`config.mk`:
```
export PLATFORM = sky130hd
export DESIGN_NAME = copperv_read_arbiter_flat
export DESIGN_NICKNAME = d
export VERILOG_FILES = /design/src/rtl/copperv_read_arbiter_pkg.sv /design/src/rtl/copperv_read_arbiter_if.sv /design/src/rtl/copperv_read_arbiter_id_fifo.sv /design/src/rtl/copperv_read_arbiter.sv /design/src/flat_wrapper.sv
export SDC_FILE = /design/constraint.sdc
export NUM_CORES = 1
export LEC_CHECK = 0
export ABC_AREA = 1
export CAP_MARGIN = 25
export CORE_MARGIN = 2
export CORE_UTILIZATION = 33
export DETAILED_ROUTE_END_ITERATION = 16
export PLACE_DENSITY_LB_ADDON = 0.1
export SETUP_SLACK_MARGIN = 0.1
export SKIP_CTS_REPAIR_TIMING = 1
export SYNTH_ARGS = -nofsm -noshare
export SYNTH_HDL_FRONTEND = slang
export SYNTH_HIERARCHICAL = 1
export SYNTH_SLANG_ARGS = --single-unit
export TNS_END_PERCENT = 30
```
`constraint.sdc`:
```
create_clock -name clk -period 2.7 [get_ports clk]
set_clock_uncertainty 0.2 [all_clocks]
set_input_delay 0.405 -clock clk [delete_from_list [all_inputs] [get_ports clk]]
set_output_delay 0.405 -clock clk [all_outputs]
set_load 0.02 [all_outputs]
```
`src/rtl/copperv_read_arbiter_pkg.sv`:
```
// rtl/copperv_read_arbiter_pkg.sv - requester IDs and helpers shared by the read arbiter
package copperv_read_arbiter_pkg;

    localparam int ARB_ID_WIDTH = 1;

    typedef enum logic [ARB_ID_WIDTH-1:0] {
        ARB_ID_INST = 1'b0,
        ARB_ID_DATA = 1'b1
    } arb_id_e;

    function automatic arb_id_e arb_other(input arb_id_e id);
        return (id == ARB_ID_INST) ? ARB_ID_DATA : ARB_ID_INST;
    endfunction

endpackage

```
`src/rtl/copperv_read_arbiter_if.sv`:
```
// rtl/copperv_read_arbiter_if.sv - one read channel: address handshake plus data handshake
interface copperv_read_arbiter_if #(
    parameter int BUS_WIDTH = 32
);
    logic                 addr_valid;
    logic                 addr_ready;
    logic [BUS_WIDTH-1:0] addr;
    logic                 data_valid;
    logic                 data_ready;
    logic [BUS_WIDTH-1:0] data;

    // master issues addresses and consumes data; slave is the side that serves reads
    modport master (
        output addr_valid, addr, data_ready,
        input  addr_ready, data_valid, data
    );

    modport slave (
        input  addr_valid, addr, data_ready,
        output addr_ready, data_valid, data
    );
endinterface

```
`src/rtl/copperv_read_arbiter_id_fifo.sv`:
```
// rtl/copperv_read_arbiter_id_fifo.sv - in-order FIFO of requester IDs for issued reads
module copperv_read_arbiter_id_fifo
    import copperv_read_arbiter_pkg::*;
#(
    parameter int   DEPTH = 4,
    localparam int  PTR_W = (DEPTH > 1) ? $clog2(DEPTH) : 1,
    localparam int  CNT_W = $clog2(DEPTH + 1)
) (
    input  logic             clk,
    input  logic             rst,
    input  logic             push,
    input  logic             pop,
    input  arb_id_e          din,
    output arb_id_e          dout,
    output logic [CNT_W-1:0] count,
    output logic             full,
    output logic             empty
);
    arb_id_e          r_mem [DEPTH];
    logic [PTR_W-1:0] r_wr_ptr;
    logic [PTR_W-1:0] r_rd_ptr;
    logic [CNT_W-1:0] r_count;
    logic             w_push;
    logic             w_pop;

    assign full   = (r_count == CNT_W'(DEPTH));
    assign empty  = (r_count == '0);
    assign count  = r_count;
    assign dout   = r_mem[r_rd_ptr];
    assign w_push = push && !full;
    assign w_pop  = pop && !empty;

    // DEPTH is a power of two, so pointers wrap by natural overflow
    always_ff @(posedge clk) begin
        if (rst) begin
            r_wr_ptr <= '0;
            r_rd_ptr <= '0;
            r_count  <= '0;
        end else begin
            if (w_push) r_wr_ptr <= r_wr_ptr + PTR_W'(1);
            if (w_pop)  r_rd_ptr <= r_rd_ptr + PTR_W'(1);
            if (w_push && !w_pop)      r_count <= r_count + CNT_W'(1);
            else if (w_pop && !w_push) r_count <= r_count - CNT_W'(1);
        end
    end

    always_ff @(posedge clk) begin
        if (w_push) r_mem[r_wr_ptr] <= din;
    end
endmodule

```
`src/rtl/copperv_read_arbiter.sv`:
```
// rtl/copperv_read_arbiter.sv - shares one in-order memory read port between instruction and data reads
module copperv_read_arbiter
    import copperv_read_arbiter_pkg::*;
#(
    parameter int BUS_WIDTH       = 32,
    parameter int MAX_OUTSTANDING = 4,
    parameter int ROUND_ROBIN     = 1
) (
    input  logic                   clk,
    input  logic                   rst,
    copperv_read_arbiter_if.slave  ir,
    copperv_read_arbiter_if.slave  dr,
    copperv_read_arbiter_if.master mr
);
    localparam int CNT_W = $clog2(MAX_OUTSTANDING + 1);

    logic                 r_addr_valid;
    logic [BUS_WIDTH-1:0] r_addr;
    arb_id_e              r_last_grant;

    logic                 w_slot_free;
    logic                 w_can_issue;
    logic                 w_grant_valid;
    arb_id_e              w_grant_id;
    logic [BUS_WIDTH-1:0] w_grant_addr;
    logic                 w_push;
    logic                 w_pop;
    arb_id_e              w_head;
    logic [CNT_W-1:0]     w_count;
    logic                 w_full;
    logic                 w_empty;
    logic                 w_has_head;

    // the full check looks at the registered count, so a pop this cycle cannot make room for a push
    assign w_slot_free = !r_addr_valid || mr.addr_ready;
    assign w_can_issue = !rst && w_slot_free && !w_full;

    always_comb begin
        w_grant_valid = 1'b0;
        w_grant_id    = ARB_ID_DATA;
        if (ir.addr_valid && dr.addr_valid) begin
            w_grant_valid = 1'b1;
            w_grant_id    = (ROUND_ROBIN != 0) ? arb_other(r_last_grant) : ARB_ID_DATA;
        end else if (ir.addr_valid) begin
            w_grant_valid = 1'b1;
            w_grant_id    = ARB_ID_INST;
        end else if (dr.addr_valid) begin
            w_grant_valid = 1'b1;
            w_grant_id    = ARB_ID_DATA;
        end
        w_grant_addr = (w_grant_id == ARB_ID_INST) ? ir.addr : dr.addr;
    end

    assign w_push        = w_can_issue && w_grant_valid;
    assign ir.addr_ready = w_push && (w_grant_id == ARB_ID_INST);
    assign dr.addr_ready = w_push && (w_grant_id == ARB_ID_DATA);

    always_ff @(posedge clk) begin
        if (rst) begin
            r_addr_valid <= 1'b0;
            r_addr       <= '0;
            r_last_grant <= ARB_ID_DATA;
        end else if (w_push) begin
            r_addr_valid <= 1'b1;
            r_addr       <= w_grant_addr;
            r_last_grant <= w_grant_id;
        end else if (w_slot_free) begin
            r_addr_valid <= 1'b0;
        end
    end

    assign mr.addr_valid = r_addr_valid;
    assign mr.addr       = r_addr;

    copperv_read_arbiter_id_fifo #(
        .DEPTH (MAX_OUTSTANDING)
    ) u_id_fifo (
        .clk   (clk),
        .rst   (rst),
        .push  (w_push),
        .pop   (w_pop),
        .din   (w_grant_id),
        .dout  (w_head),
        .count (w_count),
        .full  (w_full),
        .empty (w_empty)
    );

    // responses with nothing outstanding are never acknowledged nor forwarded
    assign w_has_head    = (w_count != '0);
    assign ir.data_valid = mr.data_valid && w_has_head && (w_head == ARB_ID_INST);
    assign dr.data_valid = mr.data_valid && w_has_head && (w_head == ARB_ID_DATA);
    assign ir.data       = mr.data;
    assign dr.data       = mr.data;
    assign mr.data_ready = w_has_head && ((w_head == ARB_ID_INST) ? ir.data_ready : dr.data_ready);
    assign w_pop         = mr.data_valid && mr.data_ready && !w_empty;
endmodule

```
`src/flat_wrapper.sv`:
```
// flat-port wrapper written by rule: the top's interface ports become plain ports
module copperv_read_arbiter_flat import copperv_read_arbiter_pkg::*;
#(
    parameter int BUS_WIDTH       = 32,
    parameter int MAX_OUTSTANDING = 4,
    parameter int ROUND_ROBIN     = 1
)
  (clk, rst, ir_addr_valid, ir_addr, ir_data_ready, ir_addr_ready, ir_data_valid, ir_data, dr_addr_valid, dr_addr, dr_data_ready, dr_addr_ready, dr_data_valid, dr_data, mr_addr_valid, mr_addr, mr_data_ready, mr_addr_ready, mr_data_valid, mr_data);
  copperv_read_arbiter_if #(.BUS_WIDTH(BUS_WIDTH)) ir_i ();
  copperv_read_arbiter_if #(.BUS_WIDTH(BUS_WIDTH)) dr_i ();
  copperv_read_arbiter_if #(.BUS_WIDTH(BUS_WIDTH)) mr_i ();
  input  logic clk;
  input  logic rst;
  input wire logic [$bits(ir_i.addr_valid)-1:0] ir_addr_valid;
  input wire logic [$bits(ir_i.addr)-1:0] ir_addr;
  input wire logic [$bits(ir_i.data_ready)-1:0] ir_data_ready;
  output wire logic [$bits(ir_i.addr_ready)-1:0] ir_addr_ready;
  output wire logic [$bits(ir_i.data_valid)-1:0] ir_data_valid;
  output wire logic [$bits(ir_i.data)-1:0] ir_data;
  input wire logic [$bits(dr_i.addr_valid)-1:0] dr_addr_valid;
  input wire logic [$bits(dr_i.addr)-1:0] dr_addr;
  input wire logic [$bits(dr_i.data_ready)-1:0] dr_data_ready;
  output wire logic [$bits(dr_i.addr_ready)-1:0] dr_addr_ready;
  output wire logic [$bits(dr_i.data_valid)-1:0] dr_data_valid;
  output wire logic [$bits(dr_i.data)-1:0] dr_data;
  output wire logic [$bits(mr_i.addr_valid)-1:0] mr_addr_valid;
  output wire logic [$bits(mr_i.addr)-1:0] mr_addr;
  output wire logic [$bits(mr_i.data_ready)-1:0] mr_data_ready;
  input wire logic [$bits(mr_i.addr_ready)-1:0] mr_addr_ready;
  input wire logic [$bits(mr_i.data_valid)-1:0] mr_data_valid;
  input wire logic [$bits(mr_i.data)-1:0] mr_data;
  assign ir_i.addr_valid = ir_addr_valid;
  assign ir_i.addr = ir_addr;
  assign ir_i.data_ready = ir_data_ready;
  assign ir_addr_ready = ir_i.addr_ready;
  assign ir_data_valid = ir_i.data_valid;
  assign ir_data = ir_i.data;
  assign dr_i.addr_valid = dr_addr_valid;
  assign dr_i.addr = dr_addr;
  assign dr_i.data_ready = dr_data_ready;
  assign dr_addr_ready = dr_i.addr_ready;
  assign dr_data_valid = dr_i.data_valid;
  assign dr_data = dr_i.data;
  assign mr_addr_valid = mr_i.addr_valid;
  assign mr_addr = mr_i.addr;
  assign mr_data_ready = mr_i.data_ready;
  assign mr_i.addr_ready = mr_addr_ready;
  assign mr_i.data_valid = mr_data_valid;
  assign mr_i.data = mr_data;
  copperv_read_arbiter #(.BUS_WIDTH(BUS_WIDTH), .MAX_OUTSTANDING(MAX_OUTSTANDING), .ROUND_ROBIN(ROUND_ROBIN)) u_core (.clk(clk), .rst(rst), .ir(ir_i), .dr(dr_i), .mr(mr_i));
endmodule
```
==> results.yml <==
timing:
  rsz_0062_raised_after_global_routing: "yes"
  post-route-min-period_ps: 2539
  fmax_mhz: 393.8
  finalHoldViolCount: 0
  fin_setup_tns_ps: 0
  relSlewSlack_pct: 73.77
  post-route-period-util_pct: 94.04
  worst_pin_slew_ps: 393.5
  setup_viol: 0
  slew_viol_final: 0
  hold-worst-slack_ps: 229.1
placed_design:
  post_dp_cell_area_sq_um: 3826
  detailed_place_hpwl_um: 5579
  io_buffer_count: 109
  gp_congestion: 0.7643
worst_setup_path:
  biggest_fanout_along_the_worst_timing_path: 3
  crit_path_end_kind: "primary output"
  worst_r2r_path_depth: 15
  crit_type: "primary input to primary output"
  worstReg2RegEnd: "u_core/u_id_fifo/count[1]"
  timing.critical_path.from_type: "primary input"
  critPathArrivalTime_ps: 1930
  worst-r2r-setup-slack_ps: 220
  worst_ep_required_ps: 2100
routing:
  detailedRoute.firstPassIterationCount: 4
  routedLengthMet1_um: 3326
  met3_wirelength_from_detailed_routing_um: 549
  dr_total_vias: 2746
  route.detailed.vias_per_inst: 4.173
  routed_wl_um: 7825
  wl_per_cell_um: 11.89
  top_layer_used: "met4"
  number_of_routed_nets_with_antenna_violations: 0
  drc_violation_count_after_routing: 0
  first_iter_violations: 66
  met2WireLength_um: 3848
finish:
  diodes: 0
  drive_above_1_share_pct: 7.183
  stdcell_area_sq_um: 3941
  final.fill_count: 1043
  synthToLayoutAreaGrowth_pct: 24.70
  design.final.nets: 638
clock_tree:
  htree_levels: 2
  tritoncts: "built"
  ctsLongestPathBuffers: 2
  cts.clk_slew.worst_paths_ps: 90
  clock-root-buffer: "clkbuf_8"
  number_of_buffers_inserted_during_clock_tree_synthesis: 5
  cts.sinks: 47
  clkLatencyLatePin_ps: 300
min_path:
  min_delay_worst_endpoint: "u_core/r_last_grant"
  worst_hold_class: "primary input to flip-flop"
  min_from: "rst"
  worst_hold_depth: 3
synth:
  synth_seq_cells: 47
  synth.yosys.seq_area_share_pct: 31.04
  mappedNetlistNets: 597
  synth_top_area_share_pct: 27.24
  yosys_warnings: 6
  synth-edff-count: 4
  synthMostInstantiatedCell: "nand2_1"
  synth.area.top_cells: "dfxtp_1, nand2_1, buf_4"
  yosys.area.top_type: "dfxtp_1"
  netlist-cell-type-count: 25
  postSynth.topFlopCell: "dfxtp_1"
  netlist_instances: 487
  mappedNetlistArea_sq_um: 3161
  synth_async_sr_flop_share_pct: 0
  synth_top_cells_by_count: "nand2_1, buf_4, inv_1, nor2_1, dfxtp_1"
  syn_avg_cell_area_sq_um: 6.490
floorplanning:
  fp.dieH_um: 101.9
  initial_utilization_pct: 34.04
  die_area_sq_um: 10380
  coreArea_sq_um: 9284
  fp.dieW_um: 101.9
  placement_rows: 35
  top_level_ports: 206
pwr:
  total_power_w: 0.002220
  netSwitchingPower_w: 0.0008099
  switching_share_of_total_power_pct: 36.48
  pwr-share-clk_pct: 18.8
  seq_power_share_pct: 39.8
  power_density_nw_per_um2: 563.3
  internal_power_w: 0.001410
  ir_drop_v: 0.0002056
  combinationalPowerShare_pct: 41.4
  cellLeakagePower_nw: 1.892
global_route:
  grtUsageTotal_pct: 15.39
  first_global_vias: 2725
  maximum_number_of_pins_on_one_net_before_global_route_repair: 35
  overflow: 0
  wire_length_of_the_first_global_routing_pass_um: 12680
  antenna_found_initial: 0
job:
  max_cap_violations: 0
run_status:
  run_status: "finished clean"
-- power by group through the flow --
stage | Combinational (W) | Clock (W) | Sequential, W
floorplan | 0.000594 | 0 | 0.000986
global placement | 0.000903 | 0 | 0.000896
detailed placement | 0.000908 | 0 | 0.000899
CTS | 0.000913 | 0.000440 | 0.000884
global route | 0.00103 | 0.000471 | 0.000900
finish | 0.000918 | 0.000417 | 0.000885
-- worst max-delay path by stage --
stage                                   start                        end  slack [ps]  cells past startpoint
floorplan           u_core/u_id_fifo/count[0]  u_core/u_id_fifo/count[2]         220                     17
global placement                dr_data_ready  u_core/u_id_fifo/count[1]          90                     13
detailed placement              dr_data_ready  u_core/u_id_fifo/count[1]           5                     13
CTS                                 flip-flop  u_core/u_id_fifo/count[1]          50                     15
global route                        flip-flop  u_core/u_id_fifo/count[1]         0.3                     15
finish                          dr_addr_valid              ir_addr_ready         160                      6
-- logic make-up after synthesis --
logic type | Yosys count | share of synthesized area, %
buffers and inverters | 140 | 26.96
xor gates and xnor gates | 1 | 0.2772
AOI/OAI and AO/OA | 9 | 1.860
and+or+nand+nor | 284 | 37.25
adders and majority gates | 6 | 2.613
DFF | 47 | 31.04
-- cell usage in the layout, fill, tap and decap left out, types with 2 or more instances in the layout --
cell type          n
a21oi_1            5
buf_4              9
clkbuf_8           5
clkdlybuf4s50_1  106
clkinv_1           3
dfxtp_1           40
dfxtp_2            3
dlymetal6s2s_1     2
edfxtp_1           4
ha_1               4
inv_1             54
nand2_1          183
nand2_2            5
nand2_4            3
nand3_1           38
nor2_1            49
nor2_2             2
nor2_4             3
-- metrics by stage --
stage | instances | setup WS [ps] | util [%]
floorplan | 487 | 222.2 | -
global placement | 649 | 86.27 | 41.21
detailed placement | 649 | 5.382 | 41.21
CTS | 657 | 47.32 | 42.08
global route | 658 | 0.2987 | 42.45
finish | 658 | 160.9 | 42.45
-- cell type report --
cell class                      count  area, sq um  area share (%)
Inverter                           56        210.2           5.333
Timing Repair Buffer              118         1159           29.40
Tap cell                          129        161.4           4.095
Sequential cell                    47        984.7           24.98
Multi-Input combinational cell    300         1346           34.16
Clock buffer                        6        72.57           1.841
Clock inverter                      2        7.507          0.1905
-- sequential cells by signal, summed over array words and instances (netlist names), named ones only --
name / flops
u_core/mr.addr: 32
u_core/u_id_fifo/r_wr_ptr: 2
u_core/u_id_fifo/r_rd_ptr: 2
u_core/u_id_fifo/count: 3
u_core/r_last_grant: 1
u_core/u_id_fifo/r_mem: 4
u_core/mr.addr_valid: 1
-- per-layer routing --
metal  vias to the layer above  global-route usage [%]
met3                        14                   4.446
met4                         0                   4.821
li1                       1462                       -
met5                         -                       0
met2                        75                   26.97
met1                      1195                   18.18
-- worst max-delay path, cell delays in order --
cell	delay, ps
clkdlybuf4s50_1	560
nor2_2	80
nor2_4	120
nand2_4	60
nor2_1	80
clkdlybuf4s50_1	630
Note: power is estimated with default switching activity, not from simulation.
